File: src/rtl/sprite_anim_renderer.sv
// Animated sprite pixel generator: maps the scan position into a scaled, optionally mirrored
// hitbox, addresses a multi-frame sprite ROM and returns registered palette colour plus opacity.
module sprite_anim_renderer #(
   parameter int SPR_W      = 60,
   parameter int SPR_H      = 90,
   parameter int BOX_W      = 80,
   parameter int BOX_H      = 160,
   parameter int NUM_FRAMES = 4,
   parameter int FRAME_HOLD = 8,
   parameter int IDX_W      = 3,
   parameter int TRANSP_IDX = 0,
   parameter int ADDR_W     = $clog2(NUM_FRAMES*SPR_W*SPR_H),
   parameter int FI_W       = (NUM_FRAMES > 1) ? $clog2(NUM_FRAMES) : 1
) (
   input  logic              vga_clk,
   input  logic              Reset,
   input  logic [9:0]        DrawX,
   input  logic [9:0]        DrawY,
   input  logic              blank,
   input  logic              frame_tick,
   input  logic [9:0]        pos_x,
   input  logic [9:0]        pos_y,
   input  logic              flip,
   input  logic              start,
   input  logic              loop_mode,
   output logic [ADDR_W-1:0] rom_address,
   input  logic [IDX_W-1:0]  rom_q,
   input  logic [3:0]        pal_r,
   input  logic [3:0]        pal_g,
   input  logic [3:0]        pal_b,
   output logic [3:0]        red,
   output logic [3:0]        green,
   output logic [3:0]        blue,
   output logic              pixel_on,
   output logic [FI_W-1:0]   frame_idx,
   output logic              anim_done
);

   localparam int CNT_W = (FRAME_HOLD > 1) ? $clog2(FRAME_HOLD) : 1;

   typedef enum logic [1:0] {S_IDLE = 2'd0, S_PLAY = 2'd1, S_HOLD = 2'd2} state_t;

   state_t              r_state;
   logic [CNT_W-1:0]    r_cnt;
   logic                r_loop;
   logic [FI_W-1:0]     r_frame_idx;
   logic                r_anim_done;
   logic [9:0]          r_sh_x;
   logic [9:0]          r_sh_y;
   logic                r_sh_flip;
   logic [ADDR_W-1:0]   r_rom_address;
   logic                r_in_box_d;
   logic                r_blank_d;
   logic [3:0]          r_red;
   logic [3:0]          r_green;
   logic [3:0]          r_blue;
   logic                r_pixel_on;

   logic [10:0]         w_lx;
   logic [10:0]         w_ly;
   logic                w_in_box;
   logic [31:0]         w_col_raw;
   logic [31:0]         w_col;
   logic [31:0]         w_row;
   logic                w_opaque;

   // Stage-1 hitbox mapping; 11-bit differences keep off-screen boxes from wrapping into view
   always_comb begin
      w_lx      = {1'b0, DrawX} - {1'b0, r_sh_x};
      w_ly      = {1'b0, DrawY} - {1'b0, r_sh_y};
      w_in_box  = (DrawX >= r_sh_x) && (w_lx < 11'(BOX_W)) &&
                  (DrawY >= r_sh_y) && (w_ly < 11'(BOX_H));
      w_col_raw = (32'(w_lx) * 32'(SPR_W)) / 32'(BOX_W);
      w_row     = (32'(w_ly) * 32'(SPR_H)) / 32'(BOX_H);
      if (r_sh_flip) begin
         w_col = 32'(SPR_W) - 32'd1 - w_col_raw;
      end else begin
         w_col = w_col_raw;
      end
      w_opaque  = r_in_box_d && r_blank_d && (rom_q != IDX_W'(TRANSP_IDX));
   end

   // Shadow registers and the two-stage pixel pipeline
   always_ff @(posedge vga_clk) begin
      if (Reset) begin
         r_sh_x        <= 10'd0;
         r_sh_y        <= 10'd0;
         r_sh_flip     <= 1'b0;
         r_rom_address <= '0;
         r_in_box_d    <= 1'b0;
         r_blank_d     <= 1'b0;
         r_red         <= 4'd0;
         r_green       <= 4'd0;
         r_blue        <= 4'd0;
         r_pixel_on    <= 1'b0;
      end else begin
         if (frame_tick) begin
            r_sh_x    <= pos_x;
            r_sh_y    <= pos_y;
            r_sh_flip <= flip;
         end
         if (w_in_box) begin
            r_rom_address <= ADDR_W'(32'(r_frame_idx) * 32'(SPR_W*SPR_H) + w_row * 32'(SPR_W) + w_col);
         end else begin
            r_rom_address <= '0;
         end
         r_in_box_d <= w_in_box;
         r_blank_d  <= blank;
         r_red      <= w_opaque ? pal_r : 4'd0;
         r_green    <= w_opaque ? pal_g : 4'd0;
         r_blue     <= w_opaque ? pal_b : 4'd0;
         r_pixel_on <= w_opaque;
      end
   end

   // Animation sequencer; start has priority over a coincident frame_tick
   always_ff @(posedge vga_clk) begin
      if (Reset) begin
         r_state     <= S_IDLE;
         r_cnt       <= '0;
         r_loop      <= 1'b0;
         r_frame_idx <= '0;
         r_anim_done <= 1'b0;
      end else begin
         r_anim_done <= 1'b0;
         if (start) begin
            r_state     <= S_PLAY;
            r_cnt       <= '0;
            r_frame_idx <= '0;
            r_loop      <= loop_mode;
         end else begin
            case (r_state)
               S_IDLE: begin
                  r_frame_idx <= '0;
               end
               S_PLAY: begin
                  if (frame_tick) begin
                     if (r_cnt < CNT_W'(FRAME_HOLD-1)) begin
                        r_cnt <= r_cnt + CNT_W'(1);
                     end else begin
                        r_cnt <= '0;
                        if (r_frame_idx != FI_W'(NUM_FRAMES-1)) begin
                           r_frame_idx <= r_frame_idx + FI_W'(1);
                        end else if (r_loop) begin
                           r_frame_idx <= '0;
                        end else begin
                           r_anim_done <= 1'b1;
                           r_state     <= S_HOLD;
                        end
                     end
                  end
               end
               S_HOLD: begin
                  r_frame_idx <= FI_W'(NUM_FRAMES-1);
               end
               default: begin
                  r_state     <= S_IDLE;
                  r_frame_idx <= '0;
               end
            endcase
         end
      end
   end

   assign rom_address = r_rom_address;
   assign red         = r_red;
   assign green       = r_green;
   assign blue        = r_blue;
   assign pixel_on    = r_pixel_on;
   assign frame_idx   = r_frame_idx;
   assign anim_done   = r_anim_done;

endmodule
File: config.mk
export PLATFORM = sky130hd
export DESIGN_NAME = sprite_anim_renderer
export DESIGN_NICKNAME = d
export VERILOG_FILES = /design/src/rtl/sprite_anim_renderer.sv
export SDC_FILE = /design/constraint.sdc
export NUM_CORES = 1
export LEC_CHECK = 0
export ABC_AREA = 0
export CAP_MARGIN = 20
export CORE_UTILIZATION = 30
export CTS_CLUSTER_SIZE = 40
export DETAILED_ROUTE_END_ITERATION = 10
export SYNTH_ARGS = -nofsm -noshare
export SYNTH_HDL_FRONTEND = slang
export SYNTH_SLANG_ARGS = --single-unit
export TNS_END_PERCENT = 50
File: constraint.sdc
create_clock -name vga_clk -period 37 [get_ports vga_clk]
set_clock_uncertainty 0.2 [all_clocks]
set_input_delay 3.7 -clock vga_clk [delete_from_list [all_inputs] [get_ports vga_clk]]
set_output_delay 3.7 -clock vga_clk [all_outputs]
set_load 0.02 [all_outputs]
# Yosys cells after proc, flatten, opt, wreduce, memory -nomap -nowiden
# Index checks and enable logic that the tools add are counted.
dict set report op_classes {
  reduce_logical 16
  bitwise 5
  muxes 14
  multipliers 4
  n_lt_le_gt_ge 5
  n_eq_ne 13
  n_div 2
  add_sub_neg 7
}
# operator n
set op_table {}
lappend op_table {{divider 17 x 7 -> 32 bit (second input constant)} 1}
lappend op_table {{divider 18 x 8 -> 32 bit (second input constant)} 1}
lappend op_table {{multiplier 32 x 4 -> 13 bit (second input constant)} 1}
lappend op_table {{adder 15 bit} 2}
lappend op_table {{subtractor 10 x 10 -> 11 bit} 2}
lappend op_table {{>= comparator 10 bit} 2}
lappend op_table {{multiplier 11 x 6 -> 17 bit (second input constant)} 1}
lappend op_table {{2-to-1 mux 2 bit} 8}
lappend op_table {{multiplier 11 x 4 -> 15 bit (second input constant)} 1}
lappend op_table {{2-to-1 mux 15 bit} 1}
lappend op_table {{inequality test 3 bit (second input constant)} 5}
lappend op_table {{subtractor 6 x 15 -> 15 bit (first input constant)} 1}
lappend op_table {{multiplier 2 x 10 -> 12 bit (second input constant)} 1}
lappend op_table {{< comparator 11 x 7 -> 1 bit (second input constant)} 1}
lappend op_table {{< comparator 11 x 8 -> 1 bit (second input constant)} 1}
lappend op_table {{inequality test 2 bit (second input constant)} 5}
lappend op_table {{AND reduction 5 bit} 2}
lappend op_table {{one-hot mux 2 bit (2 select lines)} 2}
lappend op_table {{OR reduction 2 bit} 4}
lappend op_table {{OR reduction 6 bit} 1}
lappend op_table {{logical AND 1 bit} 5}
lappend op_table {{NOT 1 bit} 5}
lappend op_table {{adder 3 x 1 -> 3 bit (second input constant)} 1}
lappend op_table {{< comparator 3 bit (second input constant)} 1}
lappend op_table {{10 further kinds} 11}
dict set report totals {
  elab_cells 82
  ff_bits 60
}

# Logic depth before layout (Yosys ltp)
# Gate-level depths: netlist of run 1.
dict set report logic_depth {
  depth_word 7
  mapped_depth 68
}

# Least setup slack after synthesis of run 1
# OpenSTA, ideal clock, no wires.
dict set report synth_timing {
  path_type {input-to-reg}
  from {in DrawY[0]}
  to {reg r_rom_address[14], in the netlist rom_address[14]}
  arrival_ps 17360
  path_stages 62
  setup_ps 115
  slack_ps 19325
  n_path_buf 2
  path_cell_list {inv_1 ha_1 fa_1 nor2b_1 o21ai_0 nand2b_1 a21o_1 a21o_1 xor2_1 xnor2_1 fa_1 fa_1 inv_1 ha_1 nor2b_1 o21ai_0 a21boi_0 o21ai_0 [26 not listed] fa_1 inv_1 ha_1 a21o_1 a21oi_1 o21bai_1 a21oi_1 o21ai_0 a21oi_1 xnor2_1 fa_1 ha_1 a21oi_1 o21bai_1 a21oi_1 xnor2_1 xnor2_1 and2_1}
}
dict set report synth_between {
  elab_chain_len 6
  elab_cells_between_ends 12
  classes_between {add/sub (3); mul (2); div (1); order compare (2); bitwise (1); reduce/logical (3)}
}
# element line
set synth_rtl {}
lappend synth_rtl {{from (decl)} 18} ;# input logic [9:0] DrawY,
lappend synth_rtl {{subtractor 10 x 10 -> 11 bit} 70} ;# w_ly = {1'b0, DrawY} - {1'b0, r_sh_y};
lappend synth_rtl {{multiplier 11 x 6 -> 17 bit} 74} ;# w_row = (32'(w_ly) * 32'(SPR_H)) / 32'(BOX_H);
lappend synth_rtl {{divider 18 x 8 -> 32 bit} 74}
lappend synth_rtl {{multiplier 32 x 4 -> 13 bit} 103} ;# r_rom_address <= ADDR_W'(32'(r_frame_idx) * 32'(SPR_W*SPR_H) + w_row * 32'(SPR_W) + w_col);
lappend synth_rtl {{adder 15 bit (2 in series)} 103}
lappend synth_rtl {{to (signal assigned)} 103}
lappend synth_rtl {{to (decl)} 51} ;# logic [ADDR_W-1:0] r_rom_address;
# Parallel ways exist; a longest one is shown, timed or not.
# A chain may end at the register's enable or synchronous reset.

# Worst setup path after layout of run 1
# Same ends and word-level chain as after synthesis.

==> results of run 1 <==
path summary, 6_finish.rpt:
kind	startpoint	slack [ns]	end
max	DrawY[0]	17.82	rom_address[14]$_SDFF_PP0_
min	r_sh_x[8]$_SDFFE_PP0P_	0.30	r_sh_x[8]$_SDFFE_PP0P_
max reg2reg	r_sh_y[0]$_SDFFE_PP0P_	21.36	rom_address[14]$_SDFF_PP0_
min reg2reg	r_sh_x[8]$_SDFFE_PP0P_	0.30	r_sh_x[8]$_SDFFE_PP0P_
kinds of logic (layout without fill, tap and decap cells):
family / Yosys count / in the layout / synth area share
XOR/XNOR: 115 / 115 / 0.0927
adder cells (fa/ha/maj): 176 / 176 / 0.228
multiplexers: 41 / 41 / 0.0368
AND/OR/NAND/NOR: 402 / 402 / 0.178
flip-flops: 60 / 60 / 0.103
AO/OA/AOI/OAI: 443 / 443 / 0.285
buffers and inverters: 214 / 277 / 0.0761
flip-flops by register name, summed over array words and instances, names as in the netlist:
register,flops
anim_done,1
blue,4
frame_idx,2
green,4
pixel_on,1
r_blank_d,1
r_cnt,3
r_in_box_d,1
r_loop,1
r_sh_flip,1
r_sh_x,10
r_sh_y,10
r_state,2
red,4
rom_address,15
layer usage:
| metal | track usage | wire length [um] | vias to the layer above |
|---|---|---|---|
| met1 | 0.202 | 14200 | 5045 |
| met5 | 0 | 0 | - |
| met2 | 0.269 | 14300 | 226 |
| met4 | 0.0516 | 614 | 0 |
| met3 | 0.0203 | 1140 | 34 |
| li1 | - | - | 5377 |
critical path: cells and delay by family:
| family | cells | cell delay, ns |
|---|---|---|
| AO/OA/AOI/OAI | 30 | 6.96 |
| XOR/XNOR | 6 | 1.25 |
| AND/OR/NAND/NOR | 9 | 1.98 |
| buffers and inverters | 6 | 0.86 |
| adder cells (fa/ha/maj) | 11 | 4.45 |
stage by stage:
step | instance area [um2] | util | setup WS [ns]
floorplan | 11600 | - | 19.32
CTS | 13200 | 0.350 | 17.86
finish | 13200 | 0.350 | 17.82
global placement | 12900 | 0.342 | 17.91
detailed placement | 12900 | 0.342 | 17.53
global route | 13200 | 0.350 | 16.34
cell usage in the layout (no fill, tap or decap), drive strengths merged, types with 10 or more instances in the layout:
cell,Yosys,final
inv,164,165
ha,114,114
nor2,113,113
clkdlybuf4s50,0,92
a21oi,86,86
xnor2,82,82
nand2,79,79
o21ai,77,77
fa,60,60
dfxtp,60,60
nor3,46,46
mux2i,37,37
a21o,34,34
xor2,31,31
a211oi,31,31
nand3,29,29
o211ai,25,25
and2,23,23
a31oi,17,17
o21bai,16,16
and3,16,16
nor2b,16,16
nor4,15,15
nand4,13,13
o31ai,13,13
a21boi,13,13
o21a,12,12
a31o,12,12
or2,12,12
or3,11,11
nand2b,10,10
a2111oi,10,10
cell type report:
class                      count  share of cell area
sequential                    60              0.0907
clock buffer                   9              0.0170
timing repair buffer          97              0.0724
clock inverter                 7             0.00577
multi-input combinational   1177               0.719
inverter                     164              0.0465
tap                          511              0.0483
==> out/results.ini, run 1 <==
[status]
status = completed

[place]
portBuffers = 92
dp.cells = 2009
gp_congestion = 0.873
hpwl_um = 24800

[setup_path]
slowest_stage = a21oi_1
critPathMaxFanout = 13
crit_type = input port to register
critPathLaunchType = input port
critPathArrivalTime_ns = 19.23
critPathMaxStageDelay_ns = 0.79
end_kind = register
worst_ep_required_time_ns = 37.04
reg2reg_depth = 60

[detailed_routing]
vias_per_cell = 5.28
firstDrtPassIters = 5
routed_wl_um = 30300
ant_nets = 0
routed-via-count = 10682
wl_per_cell_um = 15.0
drtIter0Drc = 459
drc_errors = 0

[logic_synthesis]
synth-seq-area-share = 0.103
ys_warn_count = 0
synth_ff_type = dfxtp_1
synth_area_um2 = 11600
synth-edff-count = 0
yosysUniqueCellTypes = 113
async_reset_ff_frac = 0
synth.area.top_cells = ha_1 12%, dfxtp_1 10%, fa_1 10%
synth_nets = 1687
synth_top_area_frac = 0.123
ys_seq_elements = 60
avgSynthCellArea_um2 = 8.00
synthCells = 1451
yosys-top-cells-count = 162 x inv_1, 114 x ha_1, 111 x nor2_1
yosysMostFrequentCell = inv_1
synth_top_cell_by_area = ha_1

[job]
drv_cap = 0

[grt]
grt_usage = 0.157
antenna_found_initial = 0
grt_max_degree = 28
first_global_vias = 10399
grt_remaining_overflow = 0
grt_pass1_wl_um = 50800

[timing]
slew_violations = 0
finalCritPeriodShare = 0.518
worst_pin_slew_ns = 1.09
hold-worst-slack_ns = 0.296
tns_ns = 0
min_period_ns = 19.18
fmax_ghz = 0.0521
rsz0062_at_grt = false
timing.slew.headroom = 0.269
hold_viol_final = 0
setup_violations = 0

[worst_hold_path]
hold_path_class = register to register
hold_depth = 2

[final_layout]
antenna_cells = 0
register_area_um2 = 1200
nets = 1745
fillers = 4025
syn2layout_area_growth_pct = 14.1
drive_gt1_frac = 0.0727
multiInputGateArea_um2 = 9520
stdcell_count = 2025

[clock_network]
cts-root-buf = clkbuf_16
cts_hold_buf = 0
htreeDepth = 3
clk_latency_ns = 0.35
clk_pin_slew_worst_paths_ns = 0.06
postCtsSetupRepairBufs = 0
clock_sinks = 60
cts_buffers = 9
clk_path_buf_depth = 2
cts_tree = done
post_cts_resized = 0

[floorplanning]
io_pins = 93
placementRows = 71
die-area_um2 = 39500
initial_core_util = 0.307
chipWidth_um = 199
die_h_um = 199
fp.coreArea_um2 = 37800

Power of run 1 is left out: the tool's default activity adds up to more than one toggle a clock period on the data nets, which glitch-free logic cannot reach.
==> inputs of run 2 (changes only) <==
- clock period: 37 -> 18.9 ns (I/O delays scaled with it)
==> run 2 against run 1 <==
  * Critical path depth fell by 3
  * Core utilization barely moved
  * Sequential share of layout area hardly changed
  * Final cell count barely moved
  * Final area about the same
  * Critical path type unchanged
  * Largest cell class unchanged
==> out/results.ini, run 2 (same netlist as run 1, synthesis figures left out) <==
[status]
status = completed

[floorplanning]
die_h_um = 199  ; unchanged
die-area_um2 = 39500  ; unchanged
fp.coreArea_um2 = 37800  ; unchanged
chipWidth_um = 199  ; unchanged
placementRows = 71  ; unchanged
initial_core_util = 0.307  ; unchanged
io_pins = 93  ; unchanged

[detailed_routing]
routed-via-count = 10798  ; +1.1%
drc_errors = 0  ; unchanged
routed_wl_um = 30600  ; +1.1%
vias_per_cell = 5.33  ; +1.0%
firstDrtPassIters = 5  ; unchanged
drtIter0Drc = 572  ; +25%
ant_nets = 0  ; unchanged
wl_per_cell_um = 15.1  ; +1.0%

[setup_path]
critPathMaxFanout = 9  ; -4
critPathLaunchType = input port
worstReg2RegEnd = rom_address[14]$_SDFF_PP0_
cp.depth = 59  ; -4.8%
critPathMaxStageDelay_ns = 0.75  ; -0.04 ns
critPathArrivalTime_ns = 17.14  ; -2.09 ns
crit_family = compound AO/OA/AOI/OAI gates
critical_path.startpoint = DrawY[0]
critPathBufInv = 4  ; -2
worst_ep_required_time_ns = 18.94  ; -18.10 ns
path_common_cell = fa_1
slowest_stage = a221oi_1
reg2reg_depth = 57  ; -5.0%
reg2reg_slack_ns = 3.54  ; -17.82 ns
end_kind = register
reg2reg_from = r_sh_y[0]$_SDFFE_PP0P_
crit_type = input port to register

[place]
dpl_cell_area_um2 = 12900  ; about the same
hpwl_um = 25000  ; +0.72%
portBuffers = 92  ; unchanged
dp.cells = 2010  ; +0.050%
gp_congestion = 0.876  ; +0.42%

[timing]
tns_ns = 0  ; unchanged
timing.slew.headroom = 0.261  ; -0.00827
finalCritPeriodShare = 0.905
min_period_ns = 17.10
slew_violations = 0  ; unchanged
fmax_ghz = 0.0585
rsz0062_at_grt = false
hold_viol_final = 0  ; unchanged
setup_violations = 0  ; unchanged
hold-worst-slack_ns = 0.293  ; -0.00341 ns
worst_pin_slew_ns = 1.10  ; +0.0123 ns

[final_layout]
fillers = 4064  ; +0.97%
multiInputGateArea_um2 = 9530  ; about the same
drive_gt1_frac = 0.0739  ; +0.00127
largest_reg_flops = 15  ; unchanged
stdcell_count = 2026  ; +0.049%
mostFrequentLayoutCells = 162 x inv_1, 114 x ha_1, 111 x nor2_1, 92 x clkdlybuf4s50_1, 82 x a21oi_1
postLayoutCellArea_um2 = 13300  ; about the same
syn2layout_area_growth_pct = 14.2  ; about the same
register_area_um2 = 1200  ; unchanged
final_common_cell = inv_1
antenna_cells = 0  ; unchanged
nets = 1746  ; +0.057%

[clock_network]
cts_tree = done
clk_pin_slew_worst_paths_ns = 0.06  ; about the same
cts_buffers = 9  ; unchanged
clk_path_buf_depth = 2  ; unchanged
clk_latency_ns = 0.35  ; about the same
clock_sinks = 60  ; unchanged
cts-root-buf = clkbuf_16
cts_hold_buf = 0  ; unchanged
htreeDepth = 3  ; unchanged

[grt]
grt_max_degree = 28  ; unchanged
first_global_vias = 10607  ; +2.0%
grt_remaining_overflow = 0  ; unchanged
grt_usage = 0.158  ; +0.000939
grt_pass1_wl_um = 51200  ; +0.90%
antenna_found_initial = 0  ; unchanged

[worst_hold_path]
hold_end = r_sh_y[3]$_SDFFE_PP0P_
hold_start = r_sh_y[3]$_SDFFE_PP0P_
hold_depth = 2  ; unchanged
hold_path_class = register to register

[job]
drv_cap = 0  ; unchanged

==> run 2: repair_timing <==
action,CTS,global route
setup endpoints to repair,0,1
resized for setup,0,1
buffers inserted,0,0
==> run 2: area by class of cell <==
type                       count  share of cell area
clock buffer                   9              0.0170
clock inverter                 7             0.00585
inverter                     164              0.0465
multi-input combinational   1177               0.719
sequential                    60              0.0907
tap                          511              0.0483
timing repair buffer          98              0.0729
==> run 2: per-layer routing <==
layer	part of all wire	GRT usage
met5	0	0
met4	0.017	0.0481
met3	0.032	0.0181
met2	0.48	0.277
met1	0.47	0.201
==> run 2: metrics by stage <==
| stage | util | setup WS [ns] |
|---|---|---|
| 2_1_floorplan | - | 3.03 |
| 6_report | 0.350 | 1.80 |
| 4_1_cts | 0.350 | 1.61 |
| 3_3_place_gp | 0.342 | 1.62 |
| 3_5_place_dp | 0.342 | 1.27 |
| 5_1_grt | 0.350 | 0.222 |
==> run 2: worst max-delay path by stage <==
stage                                  to  slack, ns
2_1_floorplan  rom_address[14]$_SDFF_PP0_       3.03
3_3_place_gp   rom_address[14]$_SDFF_PP0_       1.62
3_5_place_dp   rom_address[14]$_SDFF_PP0_       1.27
4_1_cts        rom_address[14]$_SDFF_PP0_       1.61
5_1_grt        rom_address[14]$_SDFF_PP0_       0.22
6_report       rom_address[14]$_SDFF_PP0_       1.80
==> run 2: worst min-delay path, cell delays in order, from the launching register on <==
cell and delay (ns):
dfxtp_1 0.32, mux2i_1 0.07, nor2_1 0.07
Power of run 2 is left out for the same reason.
==> inputs of run 3 (changes only) <==
- CAP_MARGIN: 20 -> default
- SETUP_SLACK_MARGIN: default -> 0.2
==> results of run 3 <==
No change in the layout: final DEF, timing and power equal those of run 2.
Power of run 3 is left out for the same reason.
